==> src/rtl/fetch_unit_if.sv <==
// fetch_unit_if: byte-wide instruction memory read port (req/ack handshake)
interface fetch_unit_if #(parameter int ADDR_W = 64);
  logic              mem_req;
  logic [ADDR_W-1:0] mem_addr;
  logic              mem_ack;
  logic [7:0]        mem_rdata;
  logic              mem_err;
  modport master(output mem_req, mem_addr, input mem_ack, mem_rdata, mem_err);
  modport slave(input mem_req, mem_addr, output mem_ack, mem_rdata, mem_err);
endinterface

==> src/rtl/fetch_unit.sv <==
// fetch_unit: multi-cycle Y86-64 fetch, one instruction byte per handshake
module fetch_unit #(parameter int ADDR_W = 64) (
  input  logic              clk,
  input  logic              rst,
  input  logic              start,
  input  logic [ADDR_W-1:0] PC,
  fetch_unit_if.master      mem,
  output logic              busy,
  output logic              done,
  output logic [3:0]        icode,
  output logic [3:0]        ifun,
  output logic [3:0]        rA,
  output logic [3:0]        rB,
  output logic [63:0]       valC,
  output logic [ADDR_W-1:0] valP,
  output logic              instr_valid,
  output logic              imem_error,
  output logic              halt
);
  typedef enum logic [1:0] {IDLE, FETCH, DONE} state_t;
  state_t state_q, state_d;
  logic [ADDR_W-1:0] pc_q, pc_d, valp_q, valp_d;
  logic [3:0] k_q, k_d, icode_q, icode_d, ifun_q, ifun_d, ra_q, ra_d, rb_q, rb_d;
  logic [63:0] valc_q, valc_d;
  logic iv_q, iv_d, err_q, err_d, halt_q, halt_d, known_q, known_d;
  logic hs, last;
  logic [3:0] cur_ic;
  function automatic logic [3:0] ilen(input logic [3:0] ic);
    return ic inside {4'h7, 4'h8} ? 4'd9 : ic inside {4'h3, 4'h4, 4'h5} ? 4'd10 :
           ic inside {4'h2, 4'h6, 4'hA, 4'hB} ? 4'd2 : 4'd1;
  endfunction
  function automatic logic legal(input logic [3:0] ic, input logic [3:0] fn);
    return ic == 4'h6 ? fn <= 4'd3 : (ic == 4'h2 || ic == 4'h7) ? fn <= 4'd6 : (ic <= 4'hB && fn == 4'd0);
  endfunction
  always_ff @(posedge clk) begin
    if (rst) begin
      state_q <= IDLE;
      pc_q    <= '0;
      k_q     <= '0;
      icode_q <= '0;
      ifun_q  <= '0;
      ra_q    <= 4'hF;
      rb_q    <= 4'hF;
      valc_q  <= '0;
      valp_q  <= '0;
      iv_q    <= 1'b0;
      err_q   <= 1'b0;
      halt_q  <= 1'b0;
      known_q <= 1'b0;
    end else begin
      state_q <= state_d;
      pc_q    <= pc_d;
      k_q     <= k_d;
      icode_q <= icode_d;
      ifun_q  <= ifun_d;
      ra_q    <= ra_d;
      rb_q    <= rb_d;
      valc_q  <= valc_d;
      valp_q  <= valp_d;
      iv_q    <= iv_d;
      err_q   <= err_d;
      halt_q  <= halt_d;
      known_q <= known_d;
    end
  end
  // byte 0 decides the length on the same edge it arrives
  assign hs     = mem.mem_req & mem.mem_ack;
  assign cur_ic = k_q == 4'd0 ? mem.mem_rdata[7:4] : icode_q;
  assign last   = k_q == ilen(cur_ic) - 4'd1;
  always_comb begin
    state_d = state_q == IDLE  ? (start ? FETCH : IDLE) :
              state_q == FETCH ? (hs && (mem.mem_err || last) ? DONE : FETCH) : IDLE;
  end
  always_comb begin
    pc_d = pc_q;
    k_d = k_q;
    icode_d = icode_q;
    ifun_d = ifun_q;
    ra_d = ra_q;
    rb_d = rb_q;
    valc_d = valc_q;
    valp_d = valp_q;
    iv_d = iv_q;
    err_d = err_q;
    halt_d = halt_q;
    known_d = known_q;
    if (state_q == IDLE && start) begin
      pc_d = PC;
      k_d = '0;
      icode_d = '0;
      ifun_d = '0;
      ra_d = 4'hF;
      rb_d = 4'hF;
      valc_d = '0;
      err_d = 1'b0;
      known_d = 1'b0;
    end else if (state_q == FETCH && hs) begin
      k_d = k_q + 4'd1;
      if (mem.mem_err) err_d = 1'b1;
      else begin
        if (k_q == 4'd0) begin
          {icode_d, ifun_d} = mem.mem_rdata;
          known_d = 1'b1;
        end
        if (k_q == 4'd1 && ilen(icode_q) inside {4'd2, 4'd10}) {ra_d, rb_d} = mem.mem_rdata;
        if (icode_q inside {4'h7, 4'h8} && k_q != 4'd0) valc_d[{k_q[2:0] - 3'd1, 3'b000} +: 8] = mem.mem_rdata;
        if (icode_q inside {4'h3, 4'h4, 4'h5} && k_q >= 4'd2) valc_d[{k_q[2:0] - 3'd2, 3'b000} +: 8] = mem.mem_rdata;
      end
      if (state_d == DONE) begin
        valp_d = pc_q + ADDR_W'(known_d ? ilen(icode_d) : 4'd1);
        iv_d = known_d & ~err_d & legal(icode_d, ifun_d);
        halt_d = iv_d & (icode_d == 4'h0);
      end
    end
  end
  always_comb begin
    mem.mem_req  = state_q == FETCH;
    mem.mem_addr = pc_q + ADDR_W'(k_q);
    busy         = state_q == FETCH;
    done         = state_q == DONE;
    icode        = icode_q;
    ifun         = ifun_q;
    rA           = ra_q;
    rB           = rb_q;
    valC         = valc_q;
    valP         = valp_q;
    instr_valid  = iv_q;
    imem_error   = err_q;
    halt         = halt_q;
  end
endmodule
==> src/flat_wrapper.sv <==
// flat-port wrapper written by rule: the top's interface ports become plain ports
module fetch_unit_flat 
#(parameter int ADDR_W = 64)
  (clk, rst, start, PC, busy, done, icode, ifun, rA, rB, valC, valP, instr_valid, imem_error, halt, mem_mem_req, mem_mem_addr, mem_mem_ack, mem_mem_rdata, mem_mem_err);
  fetch_unit_if #(.ADDR_W(ADDR_W)) mem_i ();
  input  logic clk;
  input  logic rst;
  input  logic start;
  input  logic [ADDR_W-1:0] PC;
  output logic busy;
  output logic done;
  output logic [3:0] icode;
  output logic [3:0] ifun;
  output logic [3:0] rA;
  output logic [3:0] rB;
  output logic [63:0] valC;
  output logic [ADDR_W-1:0] valP;
  output logic instr_valid;
  output logic imem_error;
  output logic halt;
  output wire logic [$bits(mem_i.mem_req)-1:0] mem_mem_req;
  output wire logic [$bits(mem_i.mem_addr)-1:0] mem_mem_addr;
  input wire logic [$bits(mem_i.mem_ack)-1:0] mem_mem_ack;
  input wire logic [$bits(mem_i.mem_rdata)-1:0] mem_mem_rdata;
  input wire logic [$bits(mem_i.mem_err)-1:0] mem_mem_err;
  assign mem_mem_req = mem_i.mem_req;
  assign mem_mem_addr = mem_i.mem_addr;
  assign mem_i.mem_ack = mem_mem_ack;
  assign mem_i.mem_rdata = mem_mem_rdata;
  assign mem_i.mem_err = mem_mem_err;
  fetch_unit #(.ADDR_W(ADDR_W)) u_core (.clk(clk), .rst(rst), .start(start), .PC(PC), .mem(mem_i), .busy(busy), .done(done), .icode(icode), .ifun(ifun), .rA(rA), .rB(rB), .valC(valC), .valP(valP), .instr_valid(instr_valid), .imem_error(imem_error), .halt(halt));
endmodule
==> config.mk <==
export PLATFORM = sky130hd
export DESIGN_NAME = fetch_unit_flat
export DESIGN_NICKNAME = d
export VERILOG_FILES = /design/src/rtl/fetch_unit_if.sv /design/src/rtl/fetch_unit.sv /design/src/flat_wrapper.sv
export SDC_FILE = /design/constraint.sdc
export NUM_CORES = 1
export LEC_CHECK = 0
export CAP_MARGIN = 20
export CORE_MARGIN = 1.5
export CORE_UTILIZATION = 31
export DETAILED_ROUTE_END_ITERATION = 12
export GPL_TIMING_DRIVEN = 1
export PLACE_DENSITY = 0.58
export SYNTH_ARGS = -nofsm -noshare
export SYNTH_HDL_FRONTEND = slang
export SYNTH_SLANG_ARGS = --single-unit
==> constraint.sdc <==
create_clock -name clk -period 5 [get_ports clk]
set_input_delay 1 -clock clk [delete_from_list [all_inputs] [get_ports clk]]
set_output_delay 1 -clock clk [all_outputs]
set_load 0.1 [all_outputs]
==> results.md, run 1 <==
- Most frequent cells in the layout: nand2_1, clkdlybuf4s50_1, dfxtp_1
- Final Setup Violations: 0
- Share of post-route cells with drive strength above 1: 0.141
- CP max FO: 10
- GRT Util Overall: 0.226
- Post-Synthesis Net Count: 1534
- Util after Layout: 0.428
- Final Cycle Share: 0.940
- Netlist cell types: 89
- Critical-path top delay cell: a2111o_2
- Count of antenna-violating nets left after detailed routing: 0
- Number of max-cap violations: 0
- Initial DRC Count: 831
- CTS resizes: 0
- Slew Viols, Final: 0
- Gpl congestion: 0.922
- # hold bufs at CTS: 0
- Most common cell after layout, fill and taps aside: nand2_1
- Die span in x: 199 um
- Worst-margin pin slew: 1.16 ns
- Syn avg cell area: 8.32 um^2
- Worst-Skew Late Latency: 0.56 ns
- Pin count of the biggest net entering global routing: 66
- H-Tree Depth: 1
- Peak Freq: 213 MHz
- Area leader, netlist: dfxtp_1
- WS Path Type: reg -> out
- Synth top area cells: dfxtp_1, nand2_1, a211oi_2, a21oi_1, xnor2_1
- Starting density of the core: 0.316
- I/O pin cnt: 291
- Status: complete, no violations
- Core Area: 0.0378 mm^2
- Cell Rows: 71
- Vias after detailed routing: 11.6k
- Reg clk slew, reported paths: 0.06 ns
- Detailed Routing Iterations Pass 1: 6
- CTS Sinks: 218
- Initial antenna violation count: 1
- Number of remaining DRC errors: 0
- Chip height: 199 um
- Critical path startpoint category: register
- CP Capture Type: output port
- Worst Path Required: 4.00 ns
- Multi-input logic area: 0.00695 mm^2
- Fin. Hold Viols: 0
- Unrepaired setup endpoints after global routing: no
- Async SR Flop Fraction: 0
- Leakage: 5.49 nW
- Diode count: 0
- Arr. time, crit path: 3.70 ns
- Wirelength per Cell: 21.0 um
- Reg area: 0.00436 mm^2
- Skew final: 0.0275 ns
- Hpwl dp: 34.1 mm
- WL final: 46.0 mm
- Setup tns final: 0 ns
- Num CTS Buffers: 27
- Min-delay worst type: reg -> reg
- Layout area overhead: 35.4%
- Clock buffer depth: 3
- Number of enable flip-flop cells after synthesis: 0
- Area fraction of the dominant cell type after synthesis: 0.365
- Crit-path cells: inv_1 > fa_1 > nor2b_1 > o21ai_1 > a2111o_2 > or2_2 > nor3_1 > xor2_1 > buf_12
- #FFs+latches synth: 218
- Tmin final: 4.70 ns
- Postcts setup bufs: 0
- GRT overflow: 0
- Vias in the first global route: 11.3k
- Port bufs: 290
- Slew HR: 0.224
- Synthesized area: 0.0120 mm^2
- Sequential fraction of the synthesis area: 0.365
- Fin nets: 1760
- Post-synth top flop: dfxtp_1
- First-pass GRT wire length: 68.6 mm
- Maximum vdd drop: 0.308 mV
- Root buffer cell: clkbuf_16
- FILL cells: 3849
- Die area: 0.0398 mm^2
- Synth Instances: 1437
- Ys Warns: 0
- Pwr per Cell Area: 322 mW/mm^2
- CTS tree: built
- CP max stage delay: 0.67 ns
- Vias per cell: 5.31
## where the power goes
part / total (mW) / internal [mW] / switching, mW
logic: 1.26 / 0.346 / 0.911
clock network: 2.02 / 1.22 / 0.802
registers: 1.94 / 1.81 / 0.125
## area by class of cell
type,count,area share
clock buffer,36,0.0469
clock inverter,12,0.00919
inverter,22,0.00510
multi-input combinational,1073,0.429
sequential,218,0.270
tap,511,0.0395
timing repair buffer,321,0.201
## metrics by stage
| stage | cell area (um^2) | hold slack [ns] | power [mW] | std cells | worst slack (ns) |
|---|---|---|---|---|---|
| 2_1_floorplan | 12000 | 0.457 | 2.85 | 1437 | 0.0447 |
| 3_3_place_gp | 15300 | 0.437 | 3.22 | 2144 | 0.313 |
| 3_5_place_dp | 15300 | 0.443 | 3.23 | 2144 | 0.222 |
| 4_1_cts | 16200 | 0.451 | 5.25 | 2192 | 0.205 |
| 5_1_grt | 16200 | 0.470 | 5.38 | 2193 | 0.0580 |
| 6_report | 16200 | 0.445 | 5.21 | 2193 | 0.299 |
## registers in the layout, summed over array words and instances, names as in the netlist
| signal | cells |
|---|---|
| u_core.state_q | 2 |
| u_core.icode | 4 |
| u_core.valC | 64 |
| u_core.valP | 64 |
| u_core.k_q | 4 |
| u_core.rB | 4 |
| u_core.known_q | 1 |
| u_core.imem_error | 1 |
| u_core.halt | 1 |
| u_core.rA | 4 |
| u_core.instr_valid | 1 |
| u_core.pc_q | 64 |
| u_core.ifun | 4 |
## cells in the mapped netlist, drive strengths merged (22+ instances only)
master,n
clkbuf,79
o21ai,37
nand2,231
inv,22
nor3,39
nand4,35
a21oi,149
dfxtp,218
xor2,57
nor2,94
nand3,53
a32o,22
buf,45
xnor2,68
a211oi,69
## worst max-delay path: cells and delay by family (launching register included)
kind            cells  cell delay, ns
xor+xnor            1            0.31
simple gates        3            0.80
flops               1            0.48
fa+ha+maj           1            0.45
buf+inv             2            0.32
compound gates      2            0.81
## routing by layer
metal  global-route usage  wire length [um]  vias to the layer above
met5                    0                13                        -
met4               0.0682              1350                        2
met3               0.0395              3320                       73
met2                0.363             20900                      472
met1                0.307             20400                     5556
li1                     -                 -                     5542
## cells by family (layout without fill, tap and decap cells)
| family | Yosys count | in the layout | synth area share |
|---|---|---|---|
| compound gates | 349 | 349 | 0.219 |
| xor+xnor | 125 | 125 | 0.0915 |
| fa+ha+maj | 20 | 20 | 0.0222 |
| buf+inv | 146 | 391 | 0.0567 |
| flops | 218 | 218 | 0.365 |
| mux | 12 | 12 | 0.0101 |
| simple gates | 567 | 567 | 0.236 |
## final timing paths
path / depth (start not counted) / start / to / slack [ns]
worst max-delay path: 9 / u_core.pc_q[1] / mem_mem_addr[20] / 0.30
worst min-delay path: 2 / u_core.valC[37] / u_core.valC[37] / 0.45
worst max register to register: 16 / u_core.k_q[0] / u_core.valP[54] / 0.72
worst min register to register: 2 / u_core.valC[37] / u_core.valC[37] / 0.45
Power figures use the tool's default switching activity.
==> run 2: changes to the inputs <==
--- a/config.mk
+++ b/config.mk
@@ -6,7 +6,7 @@
 export NUM_CORES = 1
 export LEC_CHECK = 0
 export CAP_MARGIN = 20
-export CORE_MARGIN = 1.5
+export CORE_MARGIN = 2
 export CORE_UTILIZATION = 31
 export DETAILED_ROUTE_END_ITERATION = 12
 export GPL_TIMING_DRIVEN = 1
==> results.md, run 2 (synthesis gave the netlist of run 1 again) <==
- Worst-Skew Late Latency: 0.54 ns (was 0.56 ns)
- Initial antenna violation count: 0 (was 1)
- Worst-margin pin slew: 1.18 ns (was 1.16 ns)
- Cell Rows: 71 (unchanged)
- HP Start: u_core.valC[35] (was u_core.valC[37])
- CP max FO: 10 (unchanged)
- Hpwl dp: 34.7 mm (was 34.1 mm)
- Starting density of the core: 0.316 (unchanged)
- Pwr per Cell Area: 315 mW/mm^2 (was 322 mW/mm^2)
- WHS Path Cells: 2 (unchanged)
- Slew Viols, Final: 0 (unchanged)
- Gpl congestion: 0.921 (was 0.922)
- Worst reg-to-reg setup slack: 0.79 ns (was 0.72 ns)
- Diode count: 0 (unchanged)
- Pin count of the biggest net entering global routing: 67 (was 66)
- Fin nets: 1759 (was 1760)
- Chip height: 200 um (was 199 um)
- Die area: 0.0402 mm^2 (was 0.0398 mm^2)
- Critical-path top delay cell: a2111o_1 (was a2111o_2)
- Number of max-cap violations: 0 (unchanged)
- H-Tree Depth: 1 (unchanged)
- Reg2reg end: u_core.valP[40] (was u_core.valP[54])
- CTS tree: built (unchanged)
- Final Setup Violations: 0 (unchanged)
- Detailed Routing Iterations Pass 1: 5 (was 6)
- CP delay by family, top: simple AND/OR/NAND/NOR gates (was compound AO/OA/AOI/OAI gates)
- Buf/Inv on CP: 2 (unchanged)
- Unrepaired setup endpoints after global routing: no (unchanged)
- Num CTS Buffers: 25 (was 27)
- WS Path Type: reg -> out (unchanged)
- CTS Sinks: 218 (unchanged)
- Layout area overhead: 35.0% (was 35.4%)
- Root buffer cell: clkbuf_16 (unchanged)
- Peak Freq: 210 MHz (was 213 MHz)
- Clock buffer depth: 3 (unchanged)
- Reg clk slew, reported paths: 0.06 ns (about the same)
- Core Area: 0.0378 mm^2 (unchanged)
- Min-delay worst type: reg -> reg (unchanged)
- GRT overflow: 0 (unchanged)
- CP max stage delay: 0.68 ns (was 0.67 ns)
- Setup tns final: 0 ns (unchanged)
- Number of remaining DRC errors: 0 (unchanged)
- Final Cycle Share: 0.950 (was 0.940)
- First-pass GRT wire length: 70.2 mm (was 68.6 mm)
- Skew final: 0.0171 ns (was 0.0275 ns)
- Worst Path Required: 4.00 ns (about the same)
- Share of post-route cells with drive strength above 1: 0.140 (was 0.141)
- Crit-path cells: inv_1 > fa_1 > nor2b_1 > o21ai_1 > a2111o_1 > or3_1 > nor2_1 > xor2_1 > buf_12 (was inv_1 > fa_1 > nor2b_1 > o21ai_1 > a2111o_2 > or2_2 > nor3_1 > xor2_1 > buf_12)
- Most frequent cells in the layout: nand2_1, clkdlybuf4s50_1, dfxtp_1 (unchanged)
- Hold EP: u_core.valC[35] (was u_core.valC[37])
- # hold bufs at CTS: 0 (unchanged)
- Tmin final: 4.75 ns (was 4.70 ns)
- GRT Util Overall: 0.222 (was 0.226)
- Arr. time, crit path: 3.75 ns (was 3.70 ns)
- Crit Reg-Reg Startpoint: u_core.k_q[0] (unchanged)
- CTS resizes: 0 (unchanged)
- Postcts setup bufs: 0 (unchanged)
- Fin. Hold Viols: 0 (unchanged)
- Die span in x: 200 um (was 199 um)
- Port bufs: 290 (unchanged)
- Vias in the first global route: 11.3k (about the same)
- Worst r2r path cells: 17 (was 16)
- I/O pin cnt: 291 (unchanged)
- Most common cell after layout, fill and taps aside: nand2_1 (unchanged)
- Layout Cells excl Fill: 2190 (was 2193)
- WL final: 46.9 mm (was 46.0 mm)
- FILL cells: 3790 (was 3849)
- Leakage: 5.47 nW (was 5.49 nW)
- Slew HR: 0.212 (was 0.224)
- Vias per cell: 5.32 (was 5.31)
- Status: complete, no violations (unchanged)
- Wirelength per Cell: 21.4 um (was 21.0 um)
- Count of antenna-violating nets left after detailed routing: 0 (unchanged)
- Critical path startpoint category: register (unchanged)
- Maximum vdd drop: 0.234 mV (was 0.308 mV)
- DP Cell Count: 2145 (was 2144)
- Vias after detailed routing: 11.7k (was 11.6k)
- Initial DRC Count: 820 (was 831)
- CP Capture Type: output port (unchanged)
## run 2: cell count changes in the layout (fill, tap and decap cells not counted), sizes merged
cell      delta
buf          +1
bufinv       -1
clkbuf       -1
clkinv       +1
clkinvlp     -1
inv          -2
## run 2: worst max path at each step
stage              startpoint               end  depth (start not counted)
2_1_floorplan   u_core.k_q[1]  mem_mem_addr[20]                         10
3_3_place_gp      mem_mem_err   u_core.valP[48]                         15
3_5_place_dp      mem_mem_err   u_core.valP[40]                         15
4_1_cts        u_core.pc_q[1]  mem_mem_addr[40]                          9
5_1_grt         u_core.k_q[2]  mem_mem_addr[57]                          7
6_report       u_core.pc_q[1]  mem_mem_addr[40]                          9
## run 2: cell type report
class | instances | area, um^2 | share of cell area
timing repair buffer | 322 | 3290 | 0.204
clock inverter | 9 | 95.1 | 0.00589
multi-input combinational | 1073 | 6940 | 0.430
tap | 511 | 639 | 0.0396
clock buffer | 35 | 733 | 0.0454
sequential | 218 | 4360 | 0.270
inverter | 22 | 82.6 | 0.00512
## run 2: worst register-to-register path, delay by kind of cell, from the launching register on
family / cells / cell delay (ns)
xor+xnor: 1 / 0.14
compound gates: 4 / 0.68
flops: 1 / 0.31
fa+ha+maj: 2 / 0.56
buf+inv: 3 / 0.70
simple gates: 7 / 1.69
## run 2: routing by layer
metal | global-route usage | wire (um)
met1 | 0.301 | 20800
met3 | 0.0347 | 2880
met4 | 0.0690 | 1510
met2 | 0.364 | 21600
met5 | 0 | 0
## run 2: report_power, final
part	internal, mW	total, mW	leakage, nW	switching [mW]
clock network	1.12	1.88	0.418	0.764
registers	1.81	1.93	1.77	0.123
logic	0.350	1.27	3.28	0.918
## run 2: metrics by stage
stage          area, um^2  worst slack [ns]  power (mW)   util  hold WS (ns)
2_1_floorplan       12000            0.0447        2.85      -         0.457
5_1_grt             16100            0.0470        5.25  0.427         0.466
3_3_place_gp        15300             0.379        3.23  0.405         0.438
6_report            16100             0.249        5.08  0.427         0.452
4_1_cts             16100             0.199        5.12  0.426         0.453
3_5_place_dp        15300             0.314        3.23  0.405         0.445
==> run 3: changes to the inputs <==
--- a/config.mk
+++ b/config.mk
@@ -11,6 +11,7 @@
 export DETAILED_ROUTE_END_ITERATION = 12
 export GPL_TIMING_DRIVEN = 1
 export PLACE_DENSITY = 0.58
+export SLEW_MARGIN = 20
 export SYNTH_ARGS = -nofsm -noshare
 export SYNTH_HDL_FRONTEND = slang
 export SYNTH_SLANG_ARGS = --single-unit
==> results.md, run 3 (synthesis gave the netlist of run 1 again) <==
- Hpwl dp: 34.7 mm (unchanged)
- Reg2reg end: u_core.valP[40] (unchanged)
- # hold bufs at CTS: 0 (unchanged)
- Skew final: 0.0156 ns (was 0.0171 ns)
- Post-Place Worst Slack: 0.314 ns (unchanged)
- Critical path startpoint category: register (unchanged)
- Die span in x: 200 um (unchanged)
- CTS resizes: 0 (unchanged)
- Diode count: 0 (unchanged)
- Worst reg-to-reg setup slack: 0.80 ns (was 0.79 ns)
- Chip height: 200 um (unchanged)
- Initial antenna violation count: 0 (unchanged)
- Clock buffer depth: 3 (unchanged)
- Reg clk slew, reported paths: 0.06 ns (about the same)
- Layout area overhead: 34.9% (was 35.0%)
- GRT Util Overall: 0.222 (unchanged)
- CTS tree: built (unchanged)
- WS Path Type: reg -> out (unchanged)
- Number of remaining DRC errors: 0 (unchanged)
- Worst Path Required: 4.00 ns (about the same)
- CTS Sinks: 218 (unchanged)
- Num CTS Buffers: 25 (unchanged)
- Initial DRC Count: 845 (was 820)
- Starting density of the core: 0.316 (unchanged)
- Share of post-route cells with drive strength above 1: 0.140 (about the same)
- Slew Viols, Final: 0 (unchanged)
- CP max FO: 10 (unchanged)
- Setup tns final: 0 ns (unchanged)
- DP Area: 0.0153 mm^2 (unchanged)
- Util after Layout: 0.427 (about the same)
- Min-delay worst type: reg -> reg (unchanged)
- Port bufs: 290 (unchanged)
- Final WS setup: 0.264 ns (was 0.249 ns)
- Pin count of the biggest net entering global routing: 67 (unchanged)
- Detailed Routing Iterations Pass 1: 5 (unchanged)
- Peak Freq: 211 MHz (was 210 MHz)
- Number of max-cap violations: 0 (unchanged)
- Fin. Hold Viols: 0 (unchanged)
- Count of antenna-violating nets left after detailed routing: 0 (unchanged)
- Postcts setup bufs: 0 (unchanged)
- H-Tree Depth: 1 (unchanged)
- Crit Reg-Reg Startpoint: u_core.k_q[0] (unchanged)
- Unrepaired setup endpoints after global routing: no (unchanged)
- Vias in the first global route: 11.3k (unchanged)
- Cell Rows: 71 (unchanged)
- Worst-margin pin slew: 1.17 ns (was 1.18 ns)
- Die area: 0.0402 mm^2 (unchanged)
- Most frequent cells in the layout: nand2_1, clkdlybuf4s50_1, dfxtp_1 (unchanged)
- CP Capture Type: output port (unchanged)
- Vias per cell: 5.33 (was 5.32)
- Final Cycle Share: 0.947 (was 0.950)
- WL final: 46.8 mm (was 46.9 mm)
- Worst r2r path cells: 17 (unchanged)
- First-pass GRT wire length: 70.2 mm (unchanged)
- GRT overflow: 0 (unchanged)
- Wirelength per Cell: 21.4 um (about the same)
- Pwr per Cell Area: 315 mW/mm^2 (about the same)
- Core Area: 0.0378 mm^2 (unchanged)
- Vias after detailed routing: 11.7k (about the same)
- HP Start: u_core.valC[35] (unchanged)
- Slew HR: 0.217 (was 0.212)
- Final Setup Violations: 0 (unchanged)
- Gpl congestion: 0.921 (unchanged)
- Root buffer cell: clkbuf_16 (unchanged)
- Leakage: 5.46 nW (was 5.47 nW)
- Fin nets: 1758 (was 1759)
- Tmin final: 4.74 ns (was 4.75 ns)
- Status: complete, no violations (unchanged)
- Maximum vdd drop: 0.233 mV (was 0.234 mV)
- Worst-Skew Late Latency: 0.54 ns (about the same)
- Most common cell after layout, fill and taps aside: nand2_1 (unchanged)
- I/O pin cnt: 291 (unchanged)
- Fin area: 0.0161 mm^2 (about the same)
- Arr. time, crit path: 3.74 ns (was 3.75 ns)
- Hold EP: u_core.valC[35] (unchanged)
- WHS Path Cells: 2 (unchanged)
## run 3: cell count changes in the layout (fill, tap and decap cells not counted), sizes merged
cell | before | now
buf | 95 | 94
## run 3: worst max-delay path: stages (launching register included)
cell and delay (ns):
dfxtp_1 0.49, inv_1 0.11, fa_1 0.45, nor2b_1 0.14
o21ai_1 0.14, a2111o_1 0.68, or2_2 0.44, nor2_1 0.13
xor2_1 0.40, buf_12 0.24
## run 3: cell type report
| cell class | count | area (um^2) |
|---|---|---|
| clock buffers | 35 | 733 |
| inverters | 22 | 82.6 |
| multi-input cells | 1073 | 6950 |
| clock inverters | 9 | 95.1 |
| well taps | 511 | 639 |
| flip-flops and latches | 218 | 4360 |
| repair buffers | 321 | 3280 |
| fillers | 3789 | 21700 |
## run 3: how the worst max path moves through the flow
stage,startpoint,endpoint,slack (ns),cells after the start
after detailed placement,mem_mem_err,u_core.valP[40],0.31,15
after floorplan,u_core.k_q[1],mem_mem_addr[20],0.04,10
final,u_core.pc_q[1],mem_mem_addr[22],0.26,9
after global routing,u_core.k_q[2],mem_mem_addr[57],0.05,7
after CTS,u_core.pc_q[1],mem_mem_addr[40],0.20,9
after global placement,mem_mem_err,u_core.valP[48],0.38,15
## run 3: power by group
group	switching, mW	internal [mW]
registers	0.122	1.81
logic	0.917	0.350
clock network	0.765	1.12
## run 3: per-stage QoR
| step | hold slack, ns | power (mW) | cells |
|---|---|---|---|
| final | 0.452 | 5.08 | 2189 |
| after floorplan | 0.457 | 2.85 | 1437 |
| after global routing | 0.466 | 5.25 | 2189 |
| after global placement | 0.438 | 3.23 | 2145 |
| after CTS | 0.453 | 5.12 | 2189 |
| after detailed placement | 0.445 | 3.23 | 2145 |
## run 3: layer usage
layer	GRT usage	part of all wire	routed length [um]	vias to the layer above
li1	-	-	-	5535
met1	0.301	0.45	20900	5662
met2	0.364	0.46	21600	404
met3	0.0347	0.062	2920	69
met4	0.0690	0.031	1470	0
met5	0	0	0	-
